### config.mk
export PLATFORM = sky130hd
export DESIGN_NAME = fnn_sample_server_flat
export DESIGN_NICKNAME = d
export VERILOG_FILES = /design/src/rtl/fnn_sample_server_if.sv /design/src/rtl/fnn_sample_server.sv /design/src/flat_wrapper.sv
export SDC_FILE = /design/constraint.sdc
export NUM_CORES = 1
export LEC_CHECK = 0
export BUFFER_PORTS_ARGS = -buffer_cell sky130_fd_sc_hd__buf_2
export CAP_MARGIN = 20
export CORE_MARGIN = 2
export CORE_UTILIZATION = 35
export DETAILED_ROUTE_END_ITERATION = 7
export PLACE_DENSITY = 0.64
export SYNTH_ARGS = -nofsm -noshare
export SYNTH_HDL_FRONTEND = slang
export SYNTH_SLANG_ARGS = --single-unit
### constraint.sdc
create_clock -name clk -period 50.1 [get_ports clk]
set_clock_uncertainty 0.15 [all_clocks]
set_input_delay 2.505 -clock clk [delete_from_list [all_inputs] [get_ports clk]]
set_output_delay 2.505 -clock clk [all_outputs]
set_load 0.005 [all_outputs]
### src/rtl/fnn_sample_server_if.sv
// rtl/fnn_sample_server_if.sv - input/label memory read port shared by the sample server and its memories
interface fnn_sample_server_if #(
  parameter int DATA_W  = 8,
  parameter int LABEL_W = 4,
  parameter int ADDR_W  = 10,
  parameter int MADDR_W = 16
);
  logic               mem_rd_en;
  logic [MADDR_W-1:0] mem_addr;
  logic [DATA_W-1:0]  mem_rdata;
  logic               lbl_rd_en;
  logic [ADDR_W-1:0]  lbl_addr;
  logic [LABEL_W-1:0] lbl_rdata;

  modport master (
    output mem_rd_en, mem_addr, lbl_rd_en, lbl_addr,
    input  mem_rdata, lbl_rdata
  );

  modport slave (
    input  mem_rd_en, mem_addr, lbl_rd_en, lbl_addr,
    output mem_rdata, lbl_rdata
  );
endinterface

### src/rtl/fnn_sample_server.sv
// rtl/fnn_sample_server.sv - fetches one sample's features and label per request; FNN_SAMPLE_WRAP_EN wraps the sample counter
module fnn_sample_server #(
  parameter int NUM_SAMPLES = 750,
  parameter int NUM_FEAT    = 62,
  parameter int DATA_W      = 8,
  parameter int LABEL_W     = 4,
  parameter int ADDR_W      = 10,
  parameter int MADDR_W     = 16
) (
  input  logic                         clk,
  input  logic                         rst,
  input  logic                         req,
  input  logic                         advance,
  fnn_sample_server_if.master          mem,
  output logic [NUM_FEAT*DATA_W-1:0]   feat_vec,
  output logic                         feat_valid,
  output logic [LABEL_W-1:0]           label,
  output logic [ADDR_W-1:0]            addr_cnt,
  output logic                         busy,
  output logic                         all_done
);
  localparam int K_W = $clog2(NUM_FEAT + 1);

  typedef enum logic [2:0] {IDLE, FETCH, DRAIN, READY, DONE} state_t;

  state_t             state, state_nxt;
  logic [MADDR_W-1:0] base;
  logic [K_W-1:0]     k;
  logic [K_W-1:0]     rd_idx;
  logic               rd_pend;
  logic               lbl_pend;
  logic               last_word;
  logic               last_sample;
  logic               do_advance;

  assign last_word   = (k == K_W'(NUM_FEAT - 1));
  assign last_sample = (addr_cnt == ADDR_W'(NUM_SAMPLES - 1));
  assign do_advance  = (state == READY) && advance;

  always_ff @(posedge clk or posedge rst) begin
    if (rst) state <= IDLE;
    else     state <= state_nxt;
  end

  always_comb begin
    state_nxt     = state;
    mem.mem_rd_en = 1'b0;
    mem.mem_addr  = '0;
    mem.lbl_rd_en = 1'b0;
    mem.lbl_addr  = addr_cnt;
    case (state)
      IDLE: if (req) state_nxt = FETCH;
      FETCH: begin
        mem.mem_rd_en = 1'b1;
        mem.mem_addr  = base + MADDR_W'(k);
        mem.lbl_rd_en = (k == '0);
        if (last_word) state_nxt = DRAIN;
      end
      DRAIN: state_nxt = READY;
      READY: begin
        if (advance) begin
`ifdef FNN_SAMPLE_WRAP_EN
          state_nxt = IDLE;
`else
          state_nxt = last_sample ? DONE : IDLE;
`endif
        end
      end
      DONE:    state_nxt = DONE;
      default: state_nxt = IDLE;
    endcase
  end

  // Memory data lags its strobe by a cycle, so the slot index and label strobe ride one register behind.
  always_ff @(posedge clk or posedge rst) begin
    if (rst) begin
      base       <= '0;
      k          <= '0;
      rd_idx     <= '0;
      rd_pend    <= 1'b0;
      lbl_pend   <= 1'b0;
      feat_vec   <= '0;
      feat_valid <= 1'b0;
      label      <= '0;
      addr_cnt   <= '0;
      busy       <= 1'b0;
      all_done   <= 1'b0;
    end else begin
      rd_pend  <= mem.mem_rd_en;
      rd_idx   <= k;
      lbl_pend <= mem.lbl_rd_en;
      if (rd_pend) begin
        for (int i = 0; i < NUM_FEAT; i++) begin
          if (rd_idx == K_W'(i)) feat_vec[i*DATA_W +: DATA_W] <= mem.mem_rdata;
        end
      end
      if (lbl_pend) label <= mem.lbl_rdata;
      if (state == IDLE && req) begin
        base <= MADDR_W'(addr_cnt) * MADDR_W'(NUM_FEAT);
        k    <= '0;
        busy <= 1'b1;
      end
      if (state == FETCH) k <= k + 1'b1;
      if (state == DRAIN) begin
        feat_valid <= 1'b1;
        busy       <= 1'b0;
      end
      if (do_advance) begin
        feat_valid <= 1'b0;
        if (!last_sample) addr_cnt <= addr_cnt + 1'b1;
`ifdef FNN_SAMPLE_WRAP_EN
        else addr_cnt <= '0;
`endif
      end
`ifdef FNN_SAMPLE_WRAP_EN
      all_done <= do_advance && last_sample;
`else
      if (do_advance && last_sample) all_done <= 1'b1;
`endif
    end
  end
endmodule

### src/flat_wrapper.sv
// flat-port wrapper written by rule: the top's interface ports become plain ports
module fnn_sample_server_flat 
#(
  parameter int NUM_SAMPLES = 750,
  parameter int NUM_FEAT    = 62,
  parameter int DATA_W      = 8,
  parameter int LABEL_W     = 4,
  parameter int ADDR_W      = 10,
  parameter int MADDR_W     = 16
)
  (clk, rst, req, advance, feat_vec, feat_valid, label, addr_cnt, busy, all_done, mem_mem_rd_en, mem_mem_addr, mem_lbl_rd_en, mem_lbl_addr, mem_mem_rdata, mem_lbl_rdata);
  fnn_sample_server_if #(.DATA_W(DATA_W), .LABEL_W(LABEL_W), .ADDR_W(ADDR_W), .MADDR_W(MADDR_W)) mem_i ();
  input  logic clk;
  input  logic rst;
  input  logic req;
  input  logic advance;
  output logic [NUM_FEAT*DATA_W-1:0] feat_vec;
  output logic feat_valid;
  output logic [LABEL_W-1:0] label;
  output logic [ADDR_W-1:0] addr_cnt;
  output logic busy;
  output logic all_done;
  output wire logic [$bits(mem_i.mem_rd_en)-1:0] mem_mem_rd_en;
  output wire logic [$bits(mem_i.mem_addr)-1:0] mem_mem_addr;
  output wire logic [$bits(mem_i.lbl_rd_en)-1:0] mem_lbl_rd_en;
  output wire logic [$bits(mem_i.lbl_addr)-1:0] mem_lbl_addr;
  input wire logic [$bits(mem_i.mem_rdata)-1:0] mem_mem_rdata;
  input wire logic [$bits(mem_i.lbl_rdata)-1:0] mem_lbl_rdata;
  assign mem_mem_rd_en = mem_i.mem_rd_en;
  assign mem_mem_addr = mem_i.mem_addr;
  assign mem_lbl_rd_en = mem_i.lbl_rd_en;
  assign mem_lbl_addr = mem_i.lbl_addr;
  assign mem_i.mem_rdata = mem_mem_rdata;
  assign mem_i.lbl_rdata = mem_lbl_rdata;
  fnn_sample_server #(.NUM_SAMPLES(NUM_SAMPLES), .NUM_FEAT(NUM_FEAT), .DATA_W(DATA_W), .LABEL_W(LABEL_W), .ADDR_W(ADDR_W), .MADDR_W(MADDR_W)) u_core (.clk(clk), .rst(rst), .req(req), .advance(advance), .mem(mem_i), .feat_vec(feat_vec), .feat_valid(feat_valid), .label(label), .addr_cnt(addr_cnt), .busy(busy), .all_done(all_done));
endmodule
# Word-level counts from Yosys, hierarchy flattened
# Index checks and enable logic that the tools add are counted.
[totals] ff_bits=545 word_cells=235 out_inout_bits=541 inputBits=16
[classes] n_mul=1 eq_ne=70 add_sub_neg=3 n_bitwise=1 mux=14 n_reduce_logical=73
[ops] operator="$eq 6x6->1 const B" n=31
[ops] operator="$reduce_and 2->1" n=63
[ops] operator="$eq 6x5->1 const B" n=16
[ops] operator="$eq 6x4->1 const B" n=8
[ops] operator="$eq 6x3->1 const B" n=4
[ops] operator="$add 16x6->16" n=1
[ops] operator="$mux 16" n=1
[ops] operator="$mul 10x5->15 const B" n=1
[ops] operator="$pmux 3 s5" n=1
[ops] operator="$eq 6x2->1 const B" n=2
[ops] operator="$logic_not 6->1" n=2
[ops] operator="$mux 3" n=4
[ops] operator="$mux 6" n=2
[ops] operator="$add 10x1->10 const B" n=1
[ops] operator="$eq 10x10->1 const B" n=1
[ops] operator="$add 6x1->6 const B" n=1
[ops] operator="$eq 3x2->1 const B" n=2
[ops] operator="$eq 6x1->1 const B" n=1
[ops] operator="$mux 1" n=6
[ops] operator="$reduce_bool 2->1" n=3
[ops] operator="$ne 2x2->1 const B" n=2
[ops] operator="$eq 3x1->1 const B" n=1
[ops] operator="$eq 3x3->1 const B" n=1
[ops] operator="$logic_and 1x1->1" n=3
[ops] operator="other kinds (4)" n=4

# Depth between registers and ports, before layout
[logic_depth] word_depth=4 ltp_mapped=13 mapped_depth_nobuf=13

# Worst setup path before layout
# Ideal clock, no wire load.
[synth_path] kind="flip-flop to output port" from="register u_core.k[1]" to="output port mem_mem_addr[15]" stages_incl_launch_ff=8 t_arrival_ps=2085 required_ps=47445 n_path_buf=0 setup_slack_ps=45360 path_cell_list="dfrtp_1 > ha_1 > fa_1 > a211o_1 > a21oi_1 > and4b_1 > xnor2_1 > nor2_1"
[synth_via] elab_chain_len=2
[synth_rtl] item="start: declaration" line="fnn_sample_server.sv:28" source="logic [K_W-1:0] k;"
[synth_rtl] item="start signal: assignment" line="fnn_sample_server.sv:103" source="if (state == FETCH) k <= k + 1'b1;"
[synth_rtl] item="$add 16x6->16" line="fnn_sample_server.sv:55" source="mem.mem_addr = base + MADDR_W'(k);"
[synth_rtl] item="$mux 16" line="fnn_sample_server.sv:51" source="case (state)"
[synth_rtl] item="end: declaration" line="flat_wrapper.sv:24" source="output wire logic [$bits(mem_i.mem_addr)-1:0] mem_mem_addr;"
# Every way passes these cells.

# Worst setup path in the final report
# Same ends and word-level chain as after synthesis.

==> results.py <==
metrics = {
    "timing": {
        "relSlewSlack": 0.2964,
        "grt_setup_unrepaired": "false",
        "finalCriticalPeriod_ps": 5771,
        "fin_crit_sh": 0.1152,
        "fmax_ghz": 0.1733,
        "slew_viol_final": 0,
        "hold_violations": 0,
        "setup_viol": 0,
        "setup_ws_ps": 44330,
        "worst_pin_slew_ps": 1052,
        "tns_ps": 0,
    },
    "die": {
        "fp.dieH_um": 256.8,
        "dieWidth_um": 256.8,
        "ios": 557,
        "fp.dieArea_um2": 65940,
        "initial_core_util": 0.3546,
        "core_area_um2": 63080,
        "rows": 92,
    },
    "synth": {
        "async_flop_share": 1.000,
        "synth_edf_count": 0,
        "ys.flop_type": "dfrtp_1",
        "yosysTopAreaCell": "dfrtp_1",
        "syn_inst": 1513,
        "avgSynthCellArea_um2": 14.78,
        "yosys-top-cells-area": "dfrtp_1, mux2_2, ha_1, fa_1, nand2_1",
        "synthMostInstantiatedCell": "dfrtp_1",
        "yosysWarnings": 0,
        "netlist.area_leader.share": 0.6098,
        "ys_top_cells_by_count": "dfrtp_1, mux2_2, nand2_1",
        "yosysUniqueCellTypes": 46,
        "netlist_area_um2": 22370,
        "ys_seq_elements": 545,
        "syn_nets": 1592,
        "yosysSeqAreaShare": 0.6098,
    },
    "power": {
        "clockPowerShare": 0.237,
        "irDropWorstVdd_mv": 0.03543,
        "p_leak_nw": 13.68,
        "p_switching_uw": 632.2,
        "p_per_area_nw_per_um2": 67.10,
        "power_frac_seq": 0.402,
        "p_int_mw": 1.261,
        "power_frac_comb": 0.361,
        "p_sw_frac": 0.3339,
    },
    "finish": {
        "antennaDiodeCount": 0,
        "finalNetCount": 2155,
        "drive_above_1_share": 0.5610,
        "final_design_area_no_fill_um2": 28210,
        "area_growth_pct": 26.14,
    },
    "global_routing": {
        "grt_max_degree": 132,
        "grt_pass1_wl_mm": 100.9,
        "grt.overflow.total": 0,
        "first_global_vias": 15460,
        "gr-usage-all-layers": 0.2011,
        "antenna_found_initial": 0,
    },
    "detailed_routing": {
        "via_per_inst": 4.896,
        "dr.pass1.iters": 5,
        "top_layer": "met4",
        "drtAntennaViolNets": 0,
        "wl_met3_mm": 3.730,
        "wl_met1_mm": 27.22,
        "drt_iter0_markers": 694,
        "drc": 0,
        "wl_per_cell_um": 22.60,
        "wl_mm": 67.11,
        "vias": 14540,
        "wl_met2_mm": 33.95,
    },
    "clocking": {
        "htree_levels": 2,
        "cts_buffer_depth": 3,
        "cts_sinks": 545,
        "clk_latency_ps": 600,
        "cts-buffers-inserted": 58,
        "cts_setup_buffers": 0,
        "hold_buffers": 0,
        "cts_root_buf": "clkbuf_16",
        "tritoncts": "built",
        "clk_pin_slew_ps": 60,
        "post_cts_resized": 0,
    },
    "setup_path": {
        "cp_max_fo": 7,
        "critPathLaunchType": "register",
        "worstPathArrival_ps": 3120,
        "crit_required_ps": 47440,
        "crit_type": "register to output port",
        "crit_path_end_kind": "output port",
    },
    "placement": {
        "place_area_um2": 26080,
        "place_congestion": 0.8384,
        "place_hpwl_mm": 46.06,
        "dp_slack_ps": 43000,
        "portBuffers": 556,
    },
    "hold_path": {
        "hold_path.class": "register to register",
    },
    "run": {
        "drv_cap": 0,
    },
    "status": {
        "status": "finished clean",
    },
}
-- critical path: stages (launching register included) --
cell and delay (ps):
dfrtp_1 460, ha_1 280, fa_1 440, a211o_1 300, a21oi_1 400, and4b_1 270
xnor2_1 130, nor2_1 100, buf_2 130
-- stage by stage --
stage | hold WS [ps] | power [mW] | std cells | utilization
floorplan | 273.4 | 1.097 | 1513 | -
global placement | 303.2 | 1.433 | 2858 | 0.4131
detailed placement | 306.5 | 1.459 | 2859 | 0.4135
CTS | 324.6 | 1.916 | 2966 | 0.4459
global route | 358.3 | 2.005 | 2969 | 0.4472
finish | 318.9 | 1.893 | 2969 | 0.4472
-- layout by cell type, fill, tap and decap left out, drive strengths merged, types with 3 or more instances in the layout --
master,count
nor3,7
inv,44
o21ai,24
clkinv,17
and2,7
mux2,503
dfrtp,545
nand3,13
nand4,4
and3,8
a31oi,3
fa,24
a21oi,15
xnor2,18
o2111ai,3
nand2,73
a21o,9
nor2,39
or2,6
a211oi,6
buf,578
ha,39
o211ai,5
nand2b,7
clkinvlp,5
bufinv,6
clkbuf,79
xor2,12
-- power by group through the flow --
| stage | sequential (mW) | clock, mW | combinational (mW) |
|---|---|---|---|
| detailed placement | 0.767 | 0 | 0.692 |
| global route | 0.787 | 0.478 | 0.740 |
| floorplan | 0.771 | 0 | 0.326 |
| global placement | 0.755 | 0 | 0.678 |
| finish | 0.761 | 0.448 | 0.684 |
| CTS | 0.761 | 0.459 | 0.696 |
-- area by class of cell --
| type | instances | area (µm²) |
|---|---|---|
| Multi-Input combinational cell | 849 | 8269 |
| Tap cell | 846 | 1059 |
| Clock inverter | 28 | 385.4 |
| Clock buffer | 79 | 1660 |
| Inverter | 44 | 172.7 |
| Timing Repair Buffer | 578 | 3028 |
| Sequential cell | 545 | 13640 |
| Fill cell | 5849 | 34870 |
-- flip-flops by register name, indices dropped and copies added (netlist names) --
name	count
u_core.all_done	1
u_core.feat_vec	496
u_core.addr_cnt	10
u_core.busy	1
u_core.rd_pend	1
u_core.base	15
u_core.k	6
u_core.label	4
u_core.rd_idx	6
u_core.state	3
u_core.lbl_pend	1
u_core.feat_valid	1
-- logic make-up after synthesis --
group	after synthesis	synth area share
compound gates	75	0.02126
xor+xnor	30	0.01175
fa+ha+maj	63	0.04330
buf+inv	119	0.02165
flops	545	0.6098
mux	504	0.2537
simple gates	177	0.03854
-- final timing paths --
kind | slack, ps | cells after the start | from | to
min in group asynchronous | 1900 | 2 | rst | u_core.addr_cnt[0]$_DFFE_PP0P_
min reg2reg | 320 | 1 | u_core.all_done$_DFFE_PP0P_ | u_core.all_done$_DFFE_PP0P_
max in group asynchronous | 44620 | 8 | rst | u_core.feat_vec[129]$_DFFE_PP0P_
max | 44330 | 8 | u_core.k[1]$_DFFE_PP0P_ | mem_mem_addr[15]
min | 320 | 1 | u_core.all_done$_DFFE_PP0P_ | u_core.all_done$_DFFE_PP0P_
max reg2reg | 46040 | 13 | u_core.addr_cnt[5]$_DFFE_PP0P_ | u_core.base[13]$_DFFE_PP0P_
-- routing by layer --
layer  up-vias  GRT usage
li1       6397          -
met1      7595     0.2441
met2       421     0.3511
met3       124    0.04498
met4         0    0.07106
met5         -          0
(Power assumes the default switching activity.)
